$ cat src/rtl/i2c_target_rx.sv
// I2C target-side write receiver: synchronises SCL/SDA, detects START/STOP,
// matches a 7-bit address, shifts in write bytes, ACKs them and hands them
// to local logic over a valid/ready port, stretching SCL when that port is full.
//
// Ports:
//   clk, rst          system clock, asynchronous active-high reset
//   scl_in, sda_in    raw bus pin levels
//   scl_oe, sda_oe    1 = pull the line low (open-drain)
//   rx_data, rx_valid received byte and its valid flag
//   rx_ready          consumer accepts rx_data when rx_valid & rx_ready
//   busy              FSM is not idle
//   stretching        SCL is being held low (same as scl_oe)
//   timeout           one-cycle pulse when a stretch gives up
module i2c_target_rx #(
    parameter logic [6:0]  ADDR        = 7'h42,
    parameter logic [15:0] STRETCH_MAX = 16'd50000
) (
    input  logic       clk,
    input  logic       rst,
    input  logic       scl_in,
    input  logic       sda_in,
    output logic       scl_oe,
    output logic       sda_oe,
    output logic [7:0] rx_data,
    output logic       rx_valid,
    input  logic       rx_ready,
    output logic       busy,
    output logic       stretching,
    output logic       timeout
);

    typedef enum logic [2:0] {
        S_IDLE,
        S_ADDR,
        S_ADDR_ACK,
        S_DATA,
        S_STRETCH,
        S_DATA_ACK,
        S_IGNORE
    } state_t;

    state_t      state;
    logic        scl_q1, scl_q2, scl_h;
    logic        sda_q1, sda_q2, sda_h;
    logic [2:0]  cnt;
    logic        byte_done;
    logic [7:0]  shift;
    logic [15:0] scnt;

    logic scl_rise, scl_fall, start_c, stop_c;

    // Two-flop synchroniser plus one history flop per line.
    always_ff @(posedge clk or posedge rst) begin
        if (rst) begin
            scl_q1 <= 1'b1;
            scl_q2 <= 1'b1;
            scl_h  <= 1'b1;
            sda_q1 <= 1'b1;
            sda_q2 <= 1'b1;
            sda_h  <= 1'b1;
        end else begin
            scl_q1 <= scl_in;
            scl_q2 <= scl_q1;
            scl_h  <= scl_q2;
            sda_q1 <= sda_in;
            sda_q2 <= sda_q1;
            sda_h  <= sda_q2;
        end
    end

    assign scl_rise = scl_q2 & ~scl_h;
    assign scl_fall = ~scl_q2 & scl_h;
    // SCL must be high in both samples so an SDA move is a bus condition.
    assign start_c  = scl_q2 & scl_h & sda_h & ~sda_q2;
    assign stop_c   = scl_q2 & scl_h & ~sda_h & sda_q2;

    assign busy       = (state != S_IDLE);
    assign stretching = scl_oe;

    always_ff @(posedge clk or posedge rst) begin
        if (rst) begin
            state     <= S_IDLE;
            cnt       <= 3'd0;
            byte_done <= 1'b0;
            shift     <= 8'h00;
            scnt      <= 16'd0;
            scl_oe    <= 1'b0;
            sda_oe    <= 1'b0;
            rx_data   <= 8'h00;
            rx_valid  <= 1'b0;
            timeout   <= 1'b0;
        end else begin
            timeout <= 1'b0;
            // A load later in this block overrides the clear.
            if (rx_valid && rx_ready)
                rx_valid <= 1'b0;

            if (stop_c && state != S_IDLE) begin
                state     <= S_IDLE;
                scl_oe    <= 1'b0;
                sda_oe    <= 1'b0;
                cnt       <= 3'd0;
                byte_done <= 1'b0;
            end else if (start_c) begin
                state     <= S_ADDR;
                scl_oe    <= 1'b0;
                sda_oe    <= 1'b0;
                cnt       <= 3'd0;
                byte_done <= 1'b0;
            end else begin
                unique case (state)
                    S_IDLE: ;
                    S_ADDR, S_DATA: begin
                        if (scl_rise) begin
                            shift <= {shift[6:0], sda_q2};
                            cnt   <= cnt + 3'd1;
                            if (cnt == 3'd7)
                                byte_done <= 1'b1;
                        end else if (scl_fall && byte_done) begin
                            byte_done <= 1'b0;
                            if (state == S_ADDR) begin
                                if (shift[7:1] == ADDR && !shift[0]) begin
                                    sda_oe <= 1'b1;
                                    state  <= S_ADDR_ACK;
                                end else begin
                                    state <= S_IGNORE;
                                end
                            end else if (!rx_valid || rx_ready) begin
                                rx_data  <= shift;
                                rx_valid <= 1'b1;
                                sda_oe   <= 1'b1;
                                state    <= S_DATA_ACK;
                            end else begin
                                // Consumer still full: hold SCL low.
                                scl_oe <= 1'b1;
                                scnt   <= 16'd1;
                                state  <= S_STRETCH;
                            end
                        end
                    end
                    S_ADDR_ACK, S_DATA_ACK: begin
                        if (scl_fall) begin
                            sda_oe <= 1'b0;
                            state  <= S_DATA;
                        end
                    end
                    S_STRETCH: begin
                        if (scnt != 16'hFFFF)
                            scnt <= scnt + 16'd1;
                        // Handshake beats a timeout in the same cycle.
                        if (rx_valid && rx_ready) begin
                            rx_data  <= shift;
                            rx_valid <= 1'b1;
                            scl_oe   <= 1'b0;
                            sda_oe   <= 1'b1;
                            state    <= S_DATA_ACK;
                        end else if (scnt == STRETCH_MAX) begin
                            timeout <= 1'b1;
                            scl_oe  <= 1'b0;
                            state   <= S_IGNORE;
                        end
                    end
                    S_IGNORE: ;
                    default: state <= S_IDLE;
                endcase
            end
        end
    end

endmodule

$ cat config.mk
export PLATFORM = sky130hd
export DESIGN_NAME = i2c_target_rx
export DESIGN_NICKNAME = d
export VERILOG_FILES = /design/src/rtl/i2c_target_rx.sv
export SDC_FILE = /design/constraint.sdc
export NUM_CORES = 1
export LEC_CHECK = 0
export CORE_MARGIN = 2
export CORE_UTILIZATION = 59
export CTS_BUF_LIST = sky130_fd_sc_hd__clkbuf_4 sky130_fd_sc_hd__clkbuf_8
export DETAILED_ROUTE_END_ITERATION = 16
export GPL_TIMING_DRIVEN = 1
export PLACE_DENSITY = 0.8
export SLEW_MARGIN = 20
export SYNTH_ARGS = -nofsm -noshare
export SYNTH_HDL_FRONTEND = slang
export SYNTH_SLANG_ARGS = --single-unit
$ cat constraint.sdc
create_clock -name clk -period 2.2 [get_ports clk]
set_input_delay 0.33 -clock clk [delete_from_list [all_inputs] [get_ports clk]]
set_output_delay 0.33 -clock clk [all_outputs]
set_load 0.1 [all_outputs]
==> impl_metrics.toml, run 1 <==
[run_status]
status = "finished clean"

[floorplan]
die_h_um = 70.0
dieWidth_um = 70.0
core_mm2 = 0.00426
io_pins = 19
start_util_pct = 60.3
die_area_mm2 = 0.00490
rows = 24

[grt]
grt_pass1_wl_mm = 9.69
grt_util_all_layers_pct = 24.5
grt_max_degree = 30
first_global_vias = 2043
grt-ovfl-total = 0
antenna_found_initial = 0

[route]
drt_iter0_drc = 250
wl_mm = 5.55
dr.pass1.iters = 4
drt.antenna.violating_nets = 0
post_drt_wl_per_cell_um = 16.9
drt-vias-per-instance = 6.32
drc = 0
vias = 2073

[synthesis]
netlist_instances = 246
synth.area.mux_share_pct = 9.39
synth-xor-area-share_pct = 0
synthSimpleGateAreaFrac_pct = 22.1
ys_ff_latch = 49
ys_types = 50
synth_area_leaders = "dfrtp_1 (42%), mux2_2 (7.4%), dfstp_2 (6.1%)"
synth_edf_count = 0
synth_nets = 255
synth_fa_ha_area_share_pct = 1.95
postSynthAreaPerCell_um2 = 10.5
netlist.area_leader.share_pct = 41.8
synthArstFlopShare_pct = 100
yosysSeqAreaShare_pct = 48.0
yosys_most_used_dff = "dfrtp_1"
syn-cell-area_mm2 = 0.00257
yosysWarnings = 0
synth_top_family_by_area = "simple AND/OR/NAND/NOR gates"
yosysTopAreaCell = "dfrtp_1"
synth_compound_area_share_pct = 15.2

[sta]
drv_slew = 0
clock-skew-final_ns = 0.0126
worst_pin_slew_ns = 0.459
clock.fmax_mhz = 471
fin_crit_ns = 2.13
rsz0062_at_grt = "no"
period_share_pct = 96.6
finalSetupViolations = 0
hold_violations = 0
relSlewSlack_pct = 69.3

[critical_path]
arrival_ns = 2.36
worst-setup-path-type = "reg -> reg"
timing.rr.end = "scnt[11]$_DFFE_PP0P_"
critPathMaxFanout = 14
r2r_start = "scl_h$_DFF_PP1_"
r2r_slack_ns = 0.07
crit_end = "scnt[11]$_DFFE_PP0P_"
rr_worst_depth = 6
required_ns = 2.43
startpoint = "scl_h$_DFF_PP1_"
start_kind = "flip-flop"
endpoint_kind = "flip-flop"

[cells_and_area]
fillers = 314
final_cell_count_no_fill = 328
nNetsFinal = 284
syn_to_final_growth_pct = 16.8
insertedDiodeCount = 0
drive_above_1_share_pct = 28.6

[flow_run]
cap_violations = 0

[cts]
cts_buffers = 5
ctsHoldBuffers = 0
clk_pin_slew_worst_paths_ns = 0.10
clockRootBuffer = "clkbuf_8"
cts_resized = 0
cts_setup_buffers = 0
htree_levels = 2
cts.sinks = 49
cts_buffer_depth = 2
worstSkewPairLatency_ns = 0.30
cts_tree = "built"

[placement]
port_buffers = 18
globalplace.congestion = 0.902
place_hpwl_mm = 3.90
post-place-cells = 320

[power]
ir_drop_mv = 0.853
power.density_mw_per_mm2 = 1120
power_mw = 3.37
leakage_nw = 1.31

[min_path]
hold_path_class = "in -> async"
state kept, by name (all words and copies together) (netlist names), 3 cells and up:
name,cells
scnt,16
shift,8
cnt,3
rx_data,8
state,3
where the power goes:
part / internal, mW / leakage, nW / switching [mW] / total, mW
clock network: 0.341 / 0.0543 / 0.323 / 0.664
logic: 0.552 / 0.666 / 0.744 / 1.30
registers: 1.14 / 0.594 / 0.274 / 1.41
total: 2.03 / 1.31 / 1.34 / 3.37
Yosys cell counts, drive strengths merged, types with 2 or more instances:
library cell and number:
inv 7, dfrtp 43, clkbuf 9, nor2b 4, mux2i 5, nand2b 8
mux2 17, nand3 15, buf 5, a21oi 15, or3 3, dfstp 6
nor2 12, or4 4, and4b 2, a31oi 3, o211ai 4, a31o 2
nand2 17, o32ai 2, nor4b 5, o21ai 9, o31ai 11, a22o 2
nand4 7, and2 3, a21o 3, nor4 5, nor3 2, ha 4
cell usage in the layout (no fill, tap or decap), types with 4 or more instances in the layout:
cell             synthesis  routed
inv_1                    7       6
mux2i_1                  5       5
a21oi_1                 15      15
nor4b_1                  4       4
o21ai_0                  9       8
dfrtp_1                 43      42
mux2_2                  17      17
nor2b_1                  4       4
buf_4                    1      30
nand2b_1                 8       8
clkbuf_8                 0       5
o31ai_1                 11      11
o211ai_1                 4       4
clkdlybuf4s50_1          0       4
nand3_1                 15      15
ha_1                     4       4
nor2_1                  12      12
nand2_1                 16      16
dfstp_2                  6       6
nand4_1                  5       5
cell families after synthesis:
kind of cell,after synthesis
AO/OA/AOI/OAI,58
multiplexers,22
flip-flops,49
buffers and inverters,21
AND/OR/NAND/NOR,92
adder cells (fa/ha/maj),4
through the flow:
step / setup TNS [ns] / hold WS (ns) / instance area [um^2] / util [%] / worst slack, ns
floorplan: 0 / 0.334 / 2570 / - / 0.0770
detailed placement: -0.0334 / 0.347 / 2880 / 67.6 / -0.0290
CTS: 0 / 0.360 / 3000 / 70.3 / 0.0980
global placement: 0 / 0.346 / 2880 / 67.6 / 0.0138
finish: 0 / 0.346 / 3010 / 70.5 / 0.0750
global route: 0 / 0.365 / 3010 / 70.5 / 0.0350
cell type report:
class / count / area, um^2 / share of cell area, %
well taps: 52 / 65.1 / 2.16
flip-flops and latches: 49 / 1230 / 41.1
inverters: 7 / 26.3 / 0.874
clock buffers: 5 / 68.8 / 2.29
multi-input cells: 176 / 1260 / 41.9
repair buffers: 36 / 305 / 10.2
clock inverters: 3 / 46.3 / 1.54
critical path: stages (launching register included):
cell and delay (ns):
dfstp_2 0.63, and4bb_2 0.27, nor2_1 0.17, nand2_2 0.10, buf_4 0.19, or4_1 0.51
a21oi_1 0.16
per-layer routing:
layer  global-route usage, %  routed length, um  vias up
met5                       0                  0        -
li1                        -                  -      986
met3                    4.33                254       10
met2                    40.7               2740       63
met4                    6.20                 56        0
met1                    33.3               2500     1014
how the worst min path moves through the flow:
stage,from,to,slack (ns),cells past startpoint
floorplan,scl_in,scl_q1$_DFF_PP1_,0.33,0
global placement,scl_q1$_DFF_PP1_,scl_q2$_DFF_PP1_,0.35,0
detailed placement,sda_q1$_DFF_PP1_,sda_q2$_DFF_PP1_,0.35,0
CTS,sda_q1$_DFF_PP1_,sda_q2$_DFF_PP1_,0.36,0
global route,scl_q1$_DFF_PP1_,scl_q2$_DFF_PP1_,0.37,0
finish,rst,timeout$_DFF_PP0_,0.35,2
No activity file was read; power rests on OpenSTA's default activity.
==> run 2, diff against run 1 <==
--- a/config.mk
+++ b/config.mk
@@ -5,12 +5,11 @@
 export SDC_FILE = /design/constraint.sdc
 export NUM_CORES = 1
 export LEC_CHECK = 0
-export CORE_MARGIN = 2
-export CORE_UTILIZATION = 59
+export CORE_UTILIZATION = 55
 export CTS_BUF_LIST = sky130_fd_sc_hd__clkbuf_4 sky130_fd_sc_hd__clkbuf_8
 export DETAILED_ROUTE_END_ITERATION = 16
 export GPL_TIMING_DRIVEN = 1
-export PLACE_DENSITY = 0.8
+export PLACE_DENSITY = 0.79
 export SLEW_MARGIN = 20
 export SYNTH_ARGS = -nofsm -noshare
 export SYNTH_HDL_FRONTEND = slang
==> constraint.sdc (replaced) <==
create_clock -name clk -period 1.91 [get_ports clk]
set_input_delay 0.2865 -clock clk [delete_from_list [all_inputs] [get_ports clk]]
set_output_delay 0.2865 -clock clk [all_outputs]
set_load 0.1 [all_outputs]
==> run 2 against run 1 <==
The flow now finishes with violations (negative setup slack). Via count up 8.0%. Global-route usage is 1.2 points higher. Non-clock buffer count rose by 35. Die area is 1.0% higher. Power is 24% higher. Sequential share of layout area down 4.6 points. Critical path depth unchanged. Wire length increased by 8.8%.
==> impl_metrics.toml, run 2 (synthesis results as in run 1) <==
[run_status]
status = "finished, violations left"
violations = "negative setup slack"

[critical_path]
endpoint_kind = "flip-flop"
worst-setup-path-type = "reg -> reg"
required_ns = 2.11
timing.rr.end = "rx_data[7]$_DFFE_PP0P_"
critPathMaxFanout = 13
worst-path-buf-inv = 1
r2r_start = "scl_h$_DFF_PP1_"
crit_slowest_cell = "dfstp_2"
arrival_ns = 2.11
cp_cell_sequence = "and4bb_2, nor2_4, nand2_4, nor3_4, buf_12, mux2_2"
slowest_delay_ns = 0.59
start_kind = "flip-flop"
crit_family = "simple AND/OR/NAND/NOR gates"
r2r_slack_ns = -0.0005
rr_worst_depth = 6

[floorplan]
start_util_pct = 58.3
io_pins = 19
die_h_um = 70.4
dieWidth_um = 70.4
rows = 24
core_mm2 = 0.00441
die_area_mm2 = 0.00495

[grt]
antenna_found_initial = 0
grt_util_all_layers_pct = 25.6
grt_max_degree = 50
first_global_vias = 2148
grt-ovfl-total = 0
grt_pass1_wl_mm = 10.0

[route]
drt.antenna.violating_nets = 0
dr.pass1.iters = 4
vias = 2239
wl_mm = 6.04
post_drt_wl_per_cell_um = 16.6
drt_iter0_drc = 258
drc = 0
drt-vias-per-instance = 6.17

[cells_and_area]
fillers = 280
drive_above_1_share_pct = 42.1
insertedDiodeCount = 0
largest_reg_flops = 16
final_common_cell = "buf_4"
regMostFlops = "scnt"
layout_common_cells = "buf_4 (63), dfrtp_1 (41), mux2_2 (16)"
nNetsFinal = 319
largest_registers = "scnt: 16 flops, rx_data: 8 flops, shift: 8 flops"
syn_to_final_growth_pct = 31.8

[power]
ir_drop_mv = 0.740
power_mw = 4.19
leakage_nw = 1.51
power.density_mw_per_mm2 = 1240

[sta]
worst_pin_slew_ns = 0.389
hold_violations = 0
clock.fmax_mhz = 523
drv_slew = 0
clock-skew-final_ns = 0.0134
layout_setup_ws_ns = -0.000504
relSlewSlack_pct = 73.7
rsz0062_at_grt = "yes"
fin_crit_ns = 1.91
finalSetupViolations = 1
fin_tns_setup_ns = -0.000504
period_share_pct = 100
holdWs_ns = 0.326

[cts]
cts_buffer_depth = 2
cts_buffers = 5
cts_tree = "built"
cts.sinks = 49
clk_pin_slew_worst_paths_ns = 0.10
ctsHoldBuffers = 0
htree_levels = 2
clockRootBuffer = "clkbuf_8"
worstSkewPairLatency_ns = 0.31

[placement]
globalplace.congestion = 0.895
dp_slack_ns = -0.229
port_buffers = 18
place_hpwl_mm = 4.19

[flow_run]
cap_violations = 0

[min_path]
hold_path_class = "in -> async"
[run 2: cell count changes in the layout (fill, tap and decap cells not counted), sizes merged]
cell,before,now
inv,7,10
buf,32,67
clkinvlp,1,0
bufinv,1,0
clkinv,1,0
[run 2: timing repair]
item / in CTS / in global routing
buffers inserted: 2 / 2
setup endpoints to repair: 23 / 25
gates resized for setup: 8 / 20
pin swaps: 0 / 4
[run 2: area by class of cell]
class | instances | area, um^2 | area share [%]
Multi-Input combinational cell | 176 | 1390 | 40.9
Clock buffer | 5 | 68.8 | 2.03
Clock inverter | 3 | 26.3 | 0.775
Tap cell | 52 | 65.1 | 1.92
Timing Repair Buffer | 71 | 578 | 17.0
Sequential cell | 49 | 1240 | 36.5
Inverter | 7 | 26.3 | 0.775
[run 2: power breakdown]
group,switching [mW],internal [mW],leakage [nW],total (mW)
logic,1.06,0.909,0.870,1.97
registers,0.248,1.31,0.592,1.56
clock network,0.383,0.273,0.0495,0.656
[run 2: how the worst max path moves through the flow]
stage	from	endpoint	slack, ns	depth (start not counted)
global placement	rx_ready	scnt[9]$_DFFE_PP0P_	-0.19	6
finish	scl_h$_DFF_PP1_	rx_data[7]$_DFFE_PP0P_	-0.0005	6
global route	scl_h$_DFF_PP1_	rx_data[6]$_DFFE_PP0P_	-0.06	6
CTS	scl_h$_DFF_PP1_	rx_data[1]$_DFFE_PP0P_	-0.01	6
detailed placement	rx_ready	scnt[4]$_DFFE_PP0P_	-0.23	6
floorplan	state[2]$_DFFE_PP0P_	rx_data[0]$_DFFE_PP0P_	-0.07	6
[run 2: worst min-delay path: stages]
cell,delay (ns)
clkdlybuf4s50_1,0.41
inv_2,0.07
buf_12,0.24
[run 2: per-stage QoR]
| stage | utilization, % | cells | instance area [um^2] |
|---|---|---|---|
| after CTS | 74.5 | 361 | 3290 |
| after floorplan | - | 246 | 2600 |
| after global routing | 76.8 | 363 | 3390 |
| after detailed placement | 71.2 | 351 | 3140 |
| final | 76.8 | 363 | 3390 |
| after global placement | 71.2 | 351 | 3140 |
[run 2: routing by layer]
metal / routed length (um) / up-vias / share of wire, % / global-route usage (%)
li1: - / 1053 / - / -
met1: 2700 / 1097 / 45 / 37.5
met2: 2910 / 79 / 48 / 38.4
met3: 332 / 10 / 5.5 / 3.75
met4: 96 / 0 / 1.6 / 10.0
met5: 0 / - / 0 / 0
